<file path="config.mk">
export PLATFORM = sky130hd
export DESIGN_NAME = countdown_timer_bcd
export DESIGN_NICKNAME = d
export VERILOG_FILES = /design/src/rtl/countdown_timer_bcd.sv
export SDC_FILE = /design/constraint.sdc
export NUM_CORES = 1
export LEC_CHECK = 0
export CORE_ASPECT_RATIO = 1.25
export CORE_MARGIN = 4
export CORE_UTILIZATION = 50
export DETAILED_ROUTE_END_ITERATION = 8
export PLACE_DENSITY = 0.86
export SLEW_MARGIN = 20
export SYNTH_ARGS = -nofsm -noshare
export SYNTH_HDL_FRONTEND = slang
export SYNTH_SLANG_ARGS = --single-unit
export TNS_END_PERCENT = 10
</file>
<file path="constraint.sdc">
create_clock -name clock -period 3.7 [get_ports clock]
set_clock_uncertainty 0.05 [all_clocks]
set_input_delay 0.74 -clock clock [delete_from_list [all_inputs] [get_ports clock]]
set_output_delay 0.74 -clock clock [all_outputs]
set_load 0.05 [all_outputs]
</file>
<file path="src/rtl/countdown_timer_bcd.sv">
// countdown_timer_bcd
// Counts rising edges of the tick strobe (the F output of the mod-8 counter)
// and runs a preloadable MM:SS countdown held in packed BCD. A four-state
// FSM (IDLE, RUN, PAUSE, DONE) is driven by the load/start/pause controls.
// Expiry is reported as a one-cycle done pulse plus a sticky expired level.
//
// Ports:
//   clock    - system clock, all state changes on its rising edge
//   clearn   - asynchronous active-low reset
//   tick     - count strobe, only rising edges are counted
//   load     - load min_in/sec_in (ignored while running)
//   start    - begin or resume the countdown
//   pause    - suspend the countdown
//   min_in   - preset minutes, packed BCD 00..59
//   sec_in   - preset seconds, packed BCD 00..59
//   min_out  - current minutes, packed BCD
//   sec_out  - current seconds, packed BCD
//   running  - high while in RUN
//   done     - one-cycle pulse on entry to DONE
//   expired  - high while in DONE
//   load_err - one-cycle pulse when a load is rejected for invalid BCD
module countdown_timer_bcd #(
   parameter int unsigned PRESCALE = 1
) (
   input  logic       clock,
   input  logic       clearn,
   input  logic       tick,
   input  logic       load,
   input  logic       start,
   input  logic       pause,
   input  logic [7:0] min_in,
   input  logic [7:0] sec_in,
   output logic [7:0] min_out,
   output logic [7:0] sec_out,
   output logic       running,
   output logic       done,
   output logic       expired,
   output logic       load_err
);

   typedef enum logic [1:0] {
      IDLE  = 2'd0,
      RUN   = 2'd1,
      PAUSE = 2'd2,
      DONE  = 2'd3
   } state_t;

   // Prescaler value at which the next counted edge triggers a decrement.
   localparam logic [7:0] PRESCALE_LAST = 8'(PRESCALE - 1);

   state_t     state_q, state_d;
   logic [7:0] min_q, min_d;
   logic [7:0] sec_q, sec_d;
   logic [7:0] prescale_q, prescale_d;
   logic       tick_q;
   logic       running_q, running_d;
   logic       done_q, done_d;
   logic       expired_q, expired_d;
   logic       loadErr_q, loadErr_d;

   logic        tickEdge;
   logic        presetValid;
   logic [15:0] decremented;

   // A packed BCD byte is a legal minutes/seconds value when the units
   // digit is at most 9 and the tens digit is at most 5.
   function automatic logic bcdTimeValid(input logic [7:0] v);
      return (v[3:0] <= 4'd9) && (v[7:4] <= 4'd5);
   endfunction

   // One-second BCD decrement of {minutes, seconds}. Each digit that is
   // already zero wraps to its maximum and borrows from the next digit up.
   // Only used while the time is non-zero, so the minutes tens digit never
   // has to borrow from anything.
   function automatic logic [15:0] bcdDecrement(input logic [15:0] t);
      logic [3:0] mt, mu, st, su;
      {mt, mu, st, su} = t;
      if (su != 4'd0) begin
         su = su - 4'd1;
      end else begin
         su = 4'd9;
         if (st != 4'd0) begin
            st = st - 4'd1;
         end else begin
            st = 4'd5;
            if (mu != 4'd0) begin
               mu = mu - 4'd1;
            end else begin
               mu = 4'd9;
               mt = mt - 4'd1;
            end
         end
      end
      return {mt, mu, st, su};
   endfunction

   // Rising-edge detect on tick. Because tick_q clears on reset, a tick
   // that is already high on the first clock after reset counts as an edge.
   assign tickEdge    = tick & ~tick_q;
   assign presetValid = bcdTimeValid(min_in) && bcdTimeValid(sec_in);
   assign decremented = bcdDecrement({min_q, sec_q});

   // Next-state logic. Controls are taken in priority order load, start,
   // pause, and only one acts per cycle. A load in RUN is simply ignored,
   // so it does not block a pause or the count in that cycle. Counting
   // only happens in RUN when no pause is requested, so an edge that
   // coincides with a pause is dropped.
   always_comb begin
      state_d    = state_q;
      min_d      = min_q;
      sec_d      = sec_q;
      prescale_d = prescale_q;
      done_d     = 1'b0;
      loadErr_d  = 1'b0;

      if (load && (state_q != RUN)) begin
         if (presetValid) begin
            min_d      = min_in;
            sec_d      = sec_in;
            prescale_d = 8'd0;
            state_d    = IDLE;
         end else begin
            loadErr_d = 1'b1;
         end
      end else if (start && ((state_q == IDLE) || (state_q == PAUSE))) begin
         if ((min_q == 8'h00) && (sec_q == 8'h00)) begin
            state_d = DONE;
            done_d  = 1'b1;
         end else begin
            state_d = RUN;
         end
      end else if (pause && (state_q == RUN)) begin
         state_d = PAUSE;
      end else if ((state_q == RUN) && tickEdge) begin
         if (prescale_q == PRESCALE_LAST) begin
            prescale_d     = 8'd0;
            {min_d, sec_d} = decremented;
            if (decremented == 16'h0000) begin
               state_d = DONE;
               done_d  = 1'b1;
            end
         end else begin
            prescale_d = prescale_q + 8'd1;
         end
      end

      running_d = (state_d == RUN);
      expired_d = (state_d == DONE);
   end

   // All state, including the decoded status outputs, is registered here so
   // that running/expired come straight from flops and cannot glitch.
   always_ff @(posedge clock or negedge clearn) begin
      if (!clearn) begin
         state_q    <= IDLE;
         min_q      <= 8'h00;
         sec_q      <= 8'h00;
         prescale_q <= 8'd0;
         tick_q     <= 1'b0;
         running_q  <= 1'b0;
         done_q     <= 1'b0;
         expired_q  <= 1'b0;
         loadErr_q  <= 1'b0;
      end else begin
         state_q    <= state_d;
         min_q      <= min_d;
         sec_q      <= sec_d;
         prescale_q <= prescale_d;
         tick_q     <= tick;
         running_q  <= running_d;
         done_q     <= done_d;
         expired_q  <= expired_d;
         loadErr_q  <= loadErr_d;
      end
   end

   assign min_out  = min_q;
   assign sec_out  = sec_q;
   assign running  = running_q;
   assign done     = done_q;
   assign expired  = expired_q;
   assign load_err = loadErr_q;

endmodule
</file>
After elaboration in Yosys (flattened, before gate mapping):

Index checks and enable logic that the tools add are counted.

* register bits: 31
* bits in latches: 0
* memory bits (writable): 0
* bits in read-only memories: 0
* input port bits: 22
* output and inout port bits: 20
* word-level logic and storage cells: 93
* memories kept: 0

* $add $sub $neg: 5
* multipliers: 0
* div/mod/pow operators: 0
* $lt $le $gt $ge: 4
* eq/ne operators: 8
* shift-type cells: 0
* muxes and demuxes: 44
* bitwise logic cells: 2
* reduce and logical (&&, ||, !) cells: 21

Operators by type and width (count)
* 8-bit 2-to-1 mux: 18
* 4-bit 2-to-1 mux: 9
* 8-bit logical NOT: 3
* 16-bit logical NOT: 1
* 2-bit 2-to-1 mux: 8
* 4-bit by 1-bit subtractor with 4-bit output, second input constant: 4
* 4-bit nonzero test: 3
* 1-bit 2-to-1 mux: 9
* 8-bit by 1-bit adder with 8-bit output, second input constant: 1
* 4-bit by 3-bit less-or-equal comparator with 1-bit output, second input constant: 2
* 4-bit less-or-equal comparator, second input constant: 2
* 1-bit logical AND: 8
* 2-bit != test, second input constant: 3
* 5-bit AND reduction: 1
* 2-bit by 1-bit equality test with 1-bit output, second input constant: 2
* 2-bit equality test, second input constant: 2
* 4-bit AND reduction: 1
* 2-bit nonzero test: 2
* 2-bit logical NOT: 1
* 2-bit by 1-bit != test with 1-bit output, second input constant: 1
* 1-bit bitwise AND: 1
* 1-bit logical OR: 1
* 1-bit NOT: 1

Depth between registers and ports, before layout:

Gate-level depths: netlist (run 1).

* word-level depth: 12
* depth in mapped cells: 8
* mapped depth without buffers: 8

Worst setup path before layout (run 1):

OpenSTA, ideal clock, no wires.

* path kind: reg-to-reg
* from: register sec_q[0] (netlist: sec_out[0])
* to: register expired_q (netlist: expired)
* setup time: 0.065 ns
* arrival: 2.768 ns
* required time: 3.585 ns
* slack: 0.817 ns
* cell stages (with the launch flop): 9
* path buffers: 2
* clock period less this slack: 2.883 ns
* path through: dfrtp_1 -> buf_6 -> or4_1 -> buf_2 -> or4_1 -> a2111oi_0 -> and4_1 -> a2bb2oi_2 -> and2b_1

* cells in the longest elaborated chain, start to end: 10
* elaborated cells between the ends (all ways): 17
* classes of those cells: 1 x add/sub; 1 x eq/ne; 11 x mux; 4 x reduce/logical

Ends and longest elaborated chain
* start: declaration: line 53 `logic [7:0] sec_q, sec_d;`
* start signal: assignment: line 157 `sec_q <= 8'h00;`
* start signal: assignment: line 167 `sec_q <= sec_d;`
* 4-bit by 1-bit subtractor with 4-bit output / 4-bit nonzero test (equally long branches): line 79, 78
* 4-bit 2-to-1 mux: line 78 `if (su != 4'd0) begin`
* 16-bit logical NOT: line 138 `if (decremented == 16'h0000) begin`
* 2-bit 2-to-1 mux: line 138
* 2-bit 2-to-1 mux: line 135 `if (prescale_q == PRESCALE_LAST) begin`
* 2-bit 2-to-1 mux: line 134 `end else if ((state_q == RUN) && tickEdge) begin`
* 2-bit 2-to-1 mux: line 132 `end else if (pause && (state_q == RUN)) begin`
* 2-bit 2-to-1 mux (*): line 125 `end else if (start && ((state_q == IDLE) || (state_q == PAUSE))) begin`
* 2-bit 2-to-1 mux (*): line 116 `if (load && (state_q != RUN)) begin`
* via state_d[1]: line 51 `state_t state_q, state_d;`
* 2-bit equality test (*): line 148 `expired_d = (state_d == DONE);`
* via expired_d: line 58 `logic expired_q, expired_d;`
* end signal: assignment: line 172 `expired_q <= expired_d;`
* end: declaration: line 58

Mark *: on every way through the listed nets, which the timed path passes. The rest lies on a longest branch.
A chain may end at the register's enable or synchronous reset.

Worst setup path in the final report (run 1):

Same ends and word-level chain as after synthesis.

==> results.ini, run 1 <==
[status]
status=complete, no violations

[sta]
finalHoldViolCount=0
min_period_ns=2.92
timing.hold.ws_ns=0.438
max_clock_freq_ghz=0.342
slew_headroom_pct=51.2
slew_viol_final=0
tightestPinTransition_ns=0.725
setup_violations=0
rsz0062_at_grt=false
timing.final.crit_share_pct=78.9
fin_tns_setup_ns=0

[cells_and_area]
layout_commonest_cell=clkdlybuf4s50_1
nFillCells=286
drive_gt1_share_pct=6.49
regArea_um2=776
final_util_pct=68.1
fin_cells=301
syn_to_final_growth_pct=29.6
final_cell_mix=clkdlybuf4s50_1, dfrtp_1, o21ai_0
multi_input_area_um2=995
n_antenna_cell=0
fin_nets=287

[clock_tree]
clock-sinks=31
hold_buffers=0
postCtsSetupRepairBufs=0
clk_pin_slew_ns=0.07
cts_buffers=5
clockRootBuffer=clkbuf_8
cts_tree=yes
cts-resized-gates=0
clockBufferDepth=2
htree_levels=2
clk_latency_ns=0.29

[global_routing]
grt_max_degree=32
grt_pass1_vias=1827
use_met1_pct=23.5
antenna_found_initial=0
grt_pass1_wl_um=8330
gr-usage-met2_pct=37.9
top_usage_layer=met2
grt_usage_pct=21.2
overflow=0
gr-usage-met3_pct=5.77

[synthesis]
synth_flop_cell=dfrtp_1
synth_top_area_share_pct=42.0
syn_inst=218
ys_ff_latch=31
synth_area_leader_cell=dfrtp_1
syn_area_um2=1850
ys_top_cells_by_area=dfrtp_1, o21ai_0, a21oi_1
ys_seq_area_share_pct=42.0
syn_nets=244
ys_types=48
synth_edf_count=0
yosysWarnings=0
ys_async_sr_fraction_pct=100
postSynthAreaPerCell_um2=8.47

[route]
drc=0
vias=1855
via_per_inst=6.16
first_iter_violations=170
dr.pass1.iters=4
wire_per_inst_um=16.0
drt-total-wl_um=4830
antenna_left=0

[run]
cap_violations=0

[pwr]
p_comb_share_pct=51.6
swShare_pct=47.7
p_int_mw=0.944
seqPwrFrac_pct=32.2
p_clk_share_pct=16.2
peakVddDrop_mv=0.639
p_switching_mw=0.861
p_total_mw=1.80
p_leak_nw=0.990
power_density_nw_per_um2=754

[min_path]
hold_class=flip-flop to flip-flop

[floorplanning]
fp.dieW_um=62.4
num_rows=24
initial_core_util_pct=52.6
die_h_um=76.0
core_um2=3510
ios=42
die-area_um2=4740

[worst_setup_path]
worstSetupPathType=flip-flop to flip-flop
critical_path_peak_fanout=9
worstPathArrival_ns=3.09
end_kind=flip-flop
startpoint_type=flip-flop
crit_required_ns=3.87

[place]
place_congestion=0.862
port_buffers=41
dpl.hpwl_um=3540
dp.cells=293

-- final cells by class --
class / instances / share of cell area [%]
well taps: 39 / 2.04
repair buffers: 45 / 18.4
clock buffers: 8 / 4.18
multi-input cells: 169 / 41.6
flip-flops and latches: 31 / 32.4
inverters: 9 / 1.41
-- sequential cells by signal, summed over array words and instances, names as in the netlist --
signal and cells:
load_err 1, done 1, state_q 2, tick_q 1
running 1, min_out 8, expired 1, prescale_q 8
sec_out 8
-- synth_stat cells, types with 2 or more instances --
library cell,count
nand4_1,4
nand2b_1,8
nand3_1,6
nand2_1,21
mux2i_1,2
nor4_1,4
o22ai_1,6
o31ai_1,3
nand3b_1,2
a21oi_1,19
nor3_1,8
a2bb2oi_1,2
and2_1,2
a22oi_1,3
clkbuf_1,6
or4_1,4
inv_1,9
xor2_1,2
ha_1,4
and3_1,3
nor2_1,21
o21ai_0,23
dfrtp_1,31
-- final timing paths --
path / from / slack [ns] / end / cells after the start
max in group asynchronous: clearn / 2.49 / prescale_q[2] / 2
worst max-delay path: sec_out[0] / 0.78 / expired / 6
min in group asynchronous: clearn / 0.80 / sec_out[7] / 2
worst min-delay path: prescale_q[7] / 0.44 / prescale_q[7] / 1
worst max register to register: sec_out[0] / 0.78 / expired / 6
worst min register to register: prescale_q[7] / 0.44 / prescale_q[7] / 1
-- power groups by stage --
stage          sequential (mW)  clock, mW  combinational [mW]
2_1_floorplan            0.855          0               0.350
3_3_place_gp             0.580          0               0.913
3_5_place_dp             0.584          0               0.931
4_1_cts                  0.578      0.301               0.932
5_1_grt                  0.597      0.314               0.999
6_report                 0.581      0.292               0.930
-- stage by stage --
step                area, um2  setup WS [ns]
CTS                      2390          0.787
floorplan                1850          0.817
global route             2390          0.542
global placement         2290          0.606
finish                   2390          0.780
detailed placement       2290          0.601
-- logic make-up (layout without fill, tap and decap cells) --
kind of cell    count (synthesis)  in the layout  share of synthesized area [%]
buf+inv                        18             62                           4.13
simple gates                   90             90                           25.1
xor+xnor                        3              3                           1.42
flops                          31             31                           42.0
mux                             2              2                           1.08
fa+ha+maj                       4              4                           2.71
compound gates                 70             70                           23.6
-- worst max-delay path: stages (launching register included) --
cell and delay [ns]:
dfrtp_1 0.48, or4_1 0.69, or4_1 0.54, a2111oi_0 0.45
and4_1 0.32, a2bb2oi_2 0.18, and2b_1 0.14
-- layer usage --
layer	vias to the layer above	routed length [um]
met3	4	326
met2	75	2560
met4	0	34
met1	888	1910
met5	-	0
li1	888	-
Power figures use the tool's default switching activity.
==> run 2, diff against run 1 <==
==> constraint.sdc (replaced) <==
create_clock -name clock -period 3.05 [get_ports clock]
set_clock_uncertainty 0.05 [all_clocks]
set_input_delay 0.61 -clock clock [delete_from_list [all_inputs] [get_ports clock]]
set_output_delay 0.61 -clock clock [all_outputs]
set_load 0.05 [all_outputs]
==> run 2 against run 1 <==
  * Maximum frequency increased by 6.0%
  * Largest cell class unchanged
  * Highest routed layer unchanged
  * Sequential power increased by 21%
  * Critical path type unchanged
  * Largest power group unchanged
  * Critical endpoint unchanged
  * Register-to-register slack got worse by 0.49 ns
==> results.ini, run 2 (synthesis gave the netlist of run 1 again) <==
[pwr]
p_total_mw=2.22
seqPwrFrac_pct=31.6
p_leak_nw=1.01
swShare_pct=47.7
p_switching_mw=1.06
p_int_mw=1.16
peakVddDrop_mv=0.701
p_clk_share_pct=16.2
p_comb_share_pct=52.3
power_density_nw_per_um2=916

[route]
vias=1871
drc=0
via_per_inst=6.13
wire_per_inst_um=16.1
dr.pass1.iters=4
antenna_left=0
drt-total-wl_um=4920
first_iter_violations=153

[worst_setup_path]
cp_cell_sequence=or4_2 > or4_1 > a2111oi_0 > and4_1 > a2bb2oi_2 > and2b_1
end_kind=flip-flop
worst-path-buf-inv=0
worstPathArrival_ns=2.93
crit_path_max_incr_delay_ns=0.70
startpoint_type=flip-flop
critical_path_peak_fanout=5
cp-startpoint=min_out[0]
r2r_setup_slack_ns=0.29
reg2reg_from=min_out[0]
crit_required_ns=3.23
worstSetupPathType=flip-flop to flip-flop
cpMaxStageDelayCell=or4_2
crit_family=simple AND/OR/NAND/NOR gates

[floorplanning]
core_um2=3510
die_h_um=76.0
initial_core_util_pct=52.6
fp.dieW_um=62.4
die-area_um2=4740
ios=42
num_rows=24

[place]
pre_cts_ws_ns=0.203
dp.cells=297
dpl.hpwl_um=3540
port_buffers=41
place_congestion=0.880

[global_routing]
antenna_found_initial=0
grt_pass1_wl_um=8470
gr-usage-met3_pct=5.18
gr-usage-met2_pct=36.2
use_met1_pct=26.7
grt_usage_pct=21.5
grt_pass1_vias=1798
overflow=0
grt_max_degree=32
top_usage_layer=met2

[sta]
timing.final.crit_share_pct=90.4
setup_violations=0
tightestPinTransition_ns=0.758
min_period_ns=2.76
max_clock_freq_ghz=0.363
slew_headroom_pct=49.0
fin_tns_setup_ns=0
rsz0062_at_grt=false
setup_ws_ns=0.294
slew_viol_final=0
finalHoldViolCount=0

[cells_and_area]
drive_gt1_share_pct=7.89
multi_input_area_um2=995
syn_to_final_growth_pct=31.2
nFillCells=294
regArea_um2=776
layout_commonest_cell=clkdlybuf4s50_1
fin_cells=305
fin_nets=291
final_cell_mix=clkdlybuf4s50_1, dfrtp_1, o21ai_0
n_antenna_cell=0

[clock_tree]
cts-resized-gates=0
clock-sinks=31
clk_latency_ns=0.29
htree_levels=2
clk_pin_slew_ns=0.07
cts_buffers=5
clockRootBuffer=clkbuf_8
clockBufferDepth=2
postCtsSetupRepairBufs=0
cts_tree=yes
hold_buffers=0

[run]
cap_violations=0

[status]
status=complete, no violations

[min_path]
hold_class=flip-flop to flip-flop
hp-start=prescale_q[7]

[run 2: changes by cell type in the layout (fill, tap and decap cells not counted)]
cell / before / now
buf_4: 4 / 8
[run 2: layer usage]
layer | share of wire (%) | wire, um
met5 | 0 | 0
met4 | 2.4 | 119
met3 | 7.2 | 353
met2 | 50 | 2470
met1 | 40 | 1980
[run 2: worst register-to-register path, cell delays in order (launching register included)]
cell       delay [ns]
dfrtp_1          0.42
or4_2            0.70
or4_1            0.51
a2111oi_0        0.40
and4_1           0.29
a2bb2oi_2        0.18
and2b_1          0.14
[run 2: final timing paths]
kind	end	cells after the start
min reg2reg	prescale_q[7]	1
max	expired	6
min	prescale_q[7]	1
min in group asynchronous	sec_out[6]	2
max in group asynchronous	state_q[1]	2
max reg2reg	expired	6
[run 2: stage by stage]
| step | utilization (%) | instance area (um2) | hold slack [ns] |
|---|---|---|---|
| floorplan | - | 1850 | 0.264 |
| global placement | 66.1 | 2320 | 0.421 |
| detailed placement | 66.1 | 2320 | 0.448 |
| CTS | 69.0 | 2420 | 0.454 |
| global route | 69.0 | 2420 | 0.495 |
| finish | 69.0 | 2420 | 0.458 |
[run 2: power by group through the flow]
stage	Clock [mW]	Sequential [mW]	Combinational [mW]
2_1_floorplan	0	1.04	0.424
3_3_place_gp	0	0.699	1.13
3_5_place_dp	0	0.704	1.15
4_1_cts	0.362	0.699	1.16
5_1_grt	0.385	0.723	1.24
6_report	0.359	0.702	1.16
[run 2: cell type report]
cell class	instances	share of cell area, %
Clock buffer	8	4.13
Inverter	9	1.39
Multi-Input combinational cell	169	41.0
Sequential cell	31	32.0
Tap cell	39	2.01
Timing Repair Buffer	49	19.4
==> run 3, diff against run 2 <==
--- a/config.mk
+++ b/config.mk
@@ -5,9 +5,11 @@
 export SDC_FILE = /design/constraint.sdc
 export NUM_CORES = 1
 export LEC_CHECK = 0
+export CELL_PAD_IN_SITES_DETAIL_PLACEMENT = 0
+export CELL_PAD_IN_SITES_GLOBAL_PLACEMENT = 1
 export CORE_ASPECT_RATIO = 1.25
 export CORE_MARGIN = 4
-export CORE_UTILIZATION = 50
+export CORE_UTILIZATION = 37
 export DETAILED_ROUTE_END_ITERATION = 8
 export PLACE_DENSITY = 0.86
 export SLEW_MARGIN = 20
==> run 3 against run 2 <==
  * Final cell count increased by 6.6%
  * Worst setup slack got worse by 0.0076 ns
  * Power decreased by 2.7%
  * Clock-buffer cell count decreased by 2
  * Highest routed layer unchanged
==> results.ini, run 3 (synthesis gave the netlist of run 1 again) <==
[floorplanning]
die-area_um2=6190
num_rows=28
ios=42
initial_core_util_pct=38.5
fp.dieW_um=71.2
core_um2=4800
die_h_um=87.0

[worst_setup_path]
critical_path_peak_fanout=5
worstPathArrival_ns=2.93
r2r_setup_slack_ns=0.29
endpoint=expired
end_kind=flip-flop
cp-startpoint=min_out[0]
reg2reg_from=min_out[0]
startpoint_type=flip-flop
worstRegToRegCells=6
worstSetupPathType=flip-flop to flip-flop
crit_required_ns=3.22
worstReg2RegEnd=expired

[clock_tree]
clock-sinks=31
cts-resized-gates=0
hold_buffers=0
clk_pin_slew_ns=0.06
clockRootBuffer=clkbuf_8
clk_latency_ns=0.28
clockBufferDepth=2
cts_buffers=5
htree_levels=2
cts_tree=yes
postCtsSetupRepairBufs=0

[pwr]
power_density_nw_per_um2=889
p_leak_nw=0.998
peakVddDrop_mv=0.233

[global_routing]
grt_pass1_wl_um=8450
antenna_found_initial=0
overflow=0
grt_max_degree=32
grt_usage_pct=17.3
grt_pass1_vias=1761

[cells_and_area]
final_cell_mix=clkdlybuf4s50_1, dfrtp_1, o21ai_0
final_util_pct=50.6
n_antenna_cell=0
layout_commonest_cell=clkdlybuf4s50_1
regArea_um2=776
nFillCells=486
syn_to_final_growth_pct=31.6
drive_gt1_share_pct=7.55
final_area_um2=2430
multi_input_area_um2=995
fin_nets=292

[min_path]
hold_class=flip-flop to flip-flop

[sta]
rsz0062_at_grt=false
max_clock_freq_ghz=0.362
slew_headroom_pct=56.8
fin_tns_setup_ns=0
timing.final.crit_share_pct=90.6
slew_viol_final=0
setup_ws_ns=0.287
finalHoldViolCount=0
min_period_ns=2.76
setup_violations=0
tightestPinTransition_ns=0.639
timing.hold.ws_ns=0.451

[route]
via_per_inst=5.53
first_iter_violations=174
antenna_left=0
wire_per_inst_um=15.4
vias=1796
dr.pass1.iters=5
drt-total-wl_um=5000
drc=0

[run]
cap_violations=0

[status]
status=complete, no violations

[place]
place_congestion=0.841
port_buffers=41
placed_area_um2=2360
dpl.hpwl_um=3700
pre_cts_ws_ns=0.216

[run 3: cell types whose count changed in the layout (fill, tap and decap cells not counted)]
cell      change
clkbuf_8      -2
buf_4         +1
[run 3: per-layer routing]
layer,vias to the layer above,routed length (um),GRT usage [%]
met2,52,2510,30.5
met5,-,0,0
met3,10,289,4.62
li1,896,-,-
met4,0,85,5.98
met1,838,2120,20.1
[run 3: worst min-delay path by stage]
stage | from | to | slack [ns] | cells past startpoint
2_1_floorplan | clearn | done | 0.26 | 0
3_3_place_gp | prescale_q[7] | prescale_q[7] | 0.43 | 1
3_5_place_dp | prescale_q[7] | prescale_q[7] | 0.43 | 1
4_1_cts | prescale_q[7] | prescale_q[7] | 0.44 | 1
5_1_grt | prescale_q[7] | prescale_q[7] | 0.45 | 1
6_report | prescale_q[7] | prescale_q[7] | 0.45 | 1
[run 3: cell type report]
cell class                      count  share of cell area (%)
Timing Repair Buffer               50                    19.7
Inverter                            9                    1.39
Tap cell                           60                    3.09
Multi-Input combinational cell    169                    40.9
Clock buffer                        6                    2.99
Sequential cell                    31                    31.9
[run 3: metrics by stage]
step	std cells	power, mW
after CTS	325	2.18
final	325	2.16
after floorplan	218	1.46
after global placement	319	1.87
after global routing	325	2.30
after detailed placement	319	1.88
[run 3: report_power, final]
part / switching (mW) / total (mW) / internal, mW / leakage (nW)
Clock: 0.142 / 0.294 / 0.152 / 0.0371
Combinational: 0.734 / 1.17 / 0.432 / 0.567
Sequential: 0.170 / 0.700 / 0.530 / 0.395
Total: 1.05 / 2.16 / 1.11 / 0.998
[run 3: critical path, stage by stage, from the launching register on]
cell and delay (ns):
dfrtp_1 0.43, or4_2 0.71, or4_1 0.48, a2111oi_0 0.41, and4_1 0.30, a2bb2oi_2 0.18, and2b_1 0.13
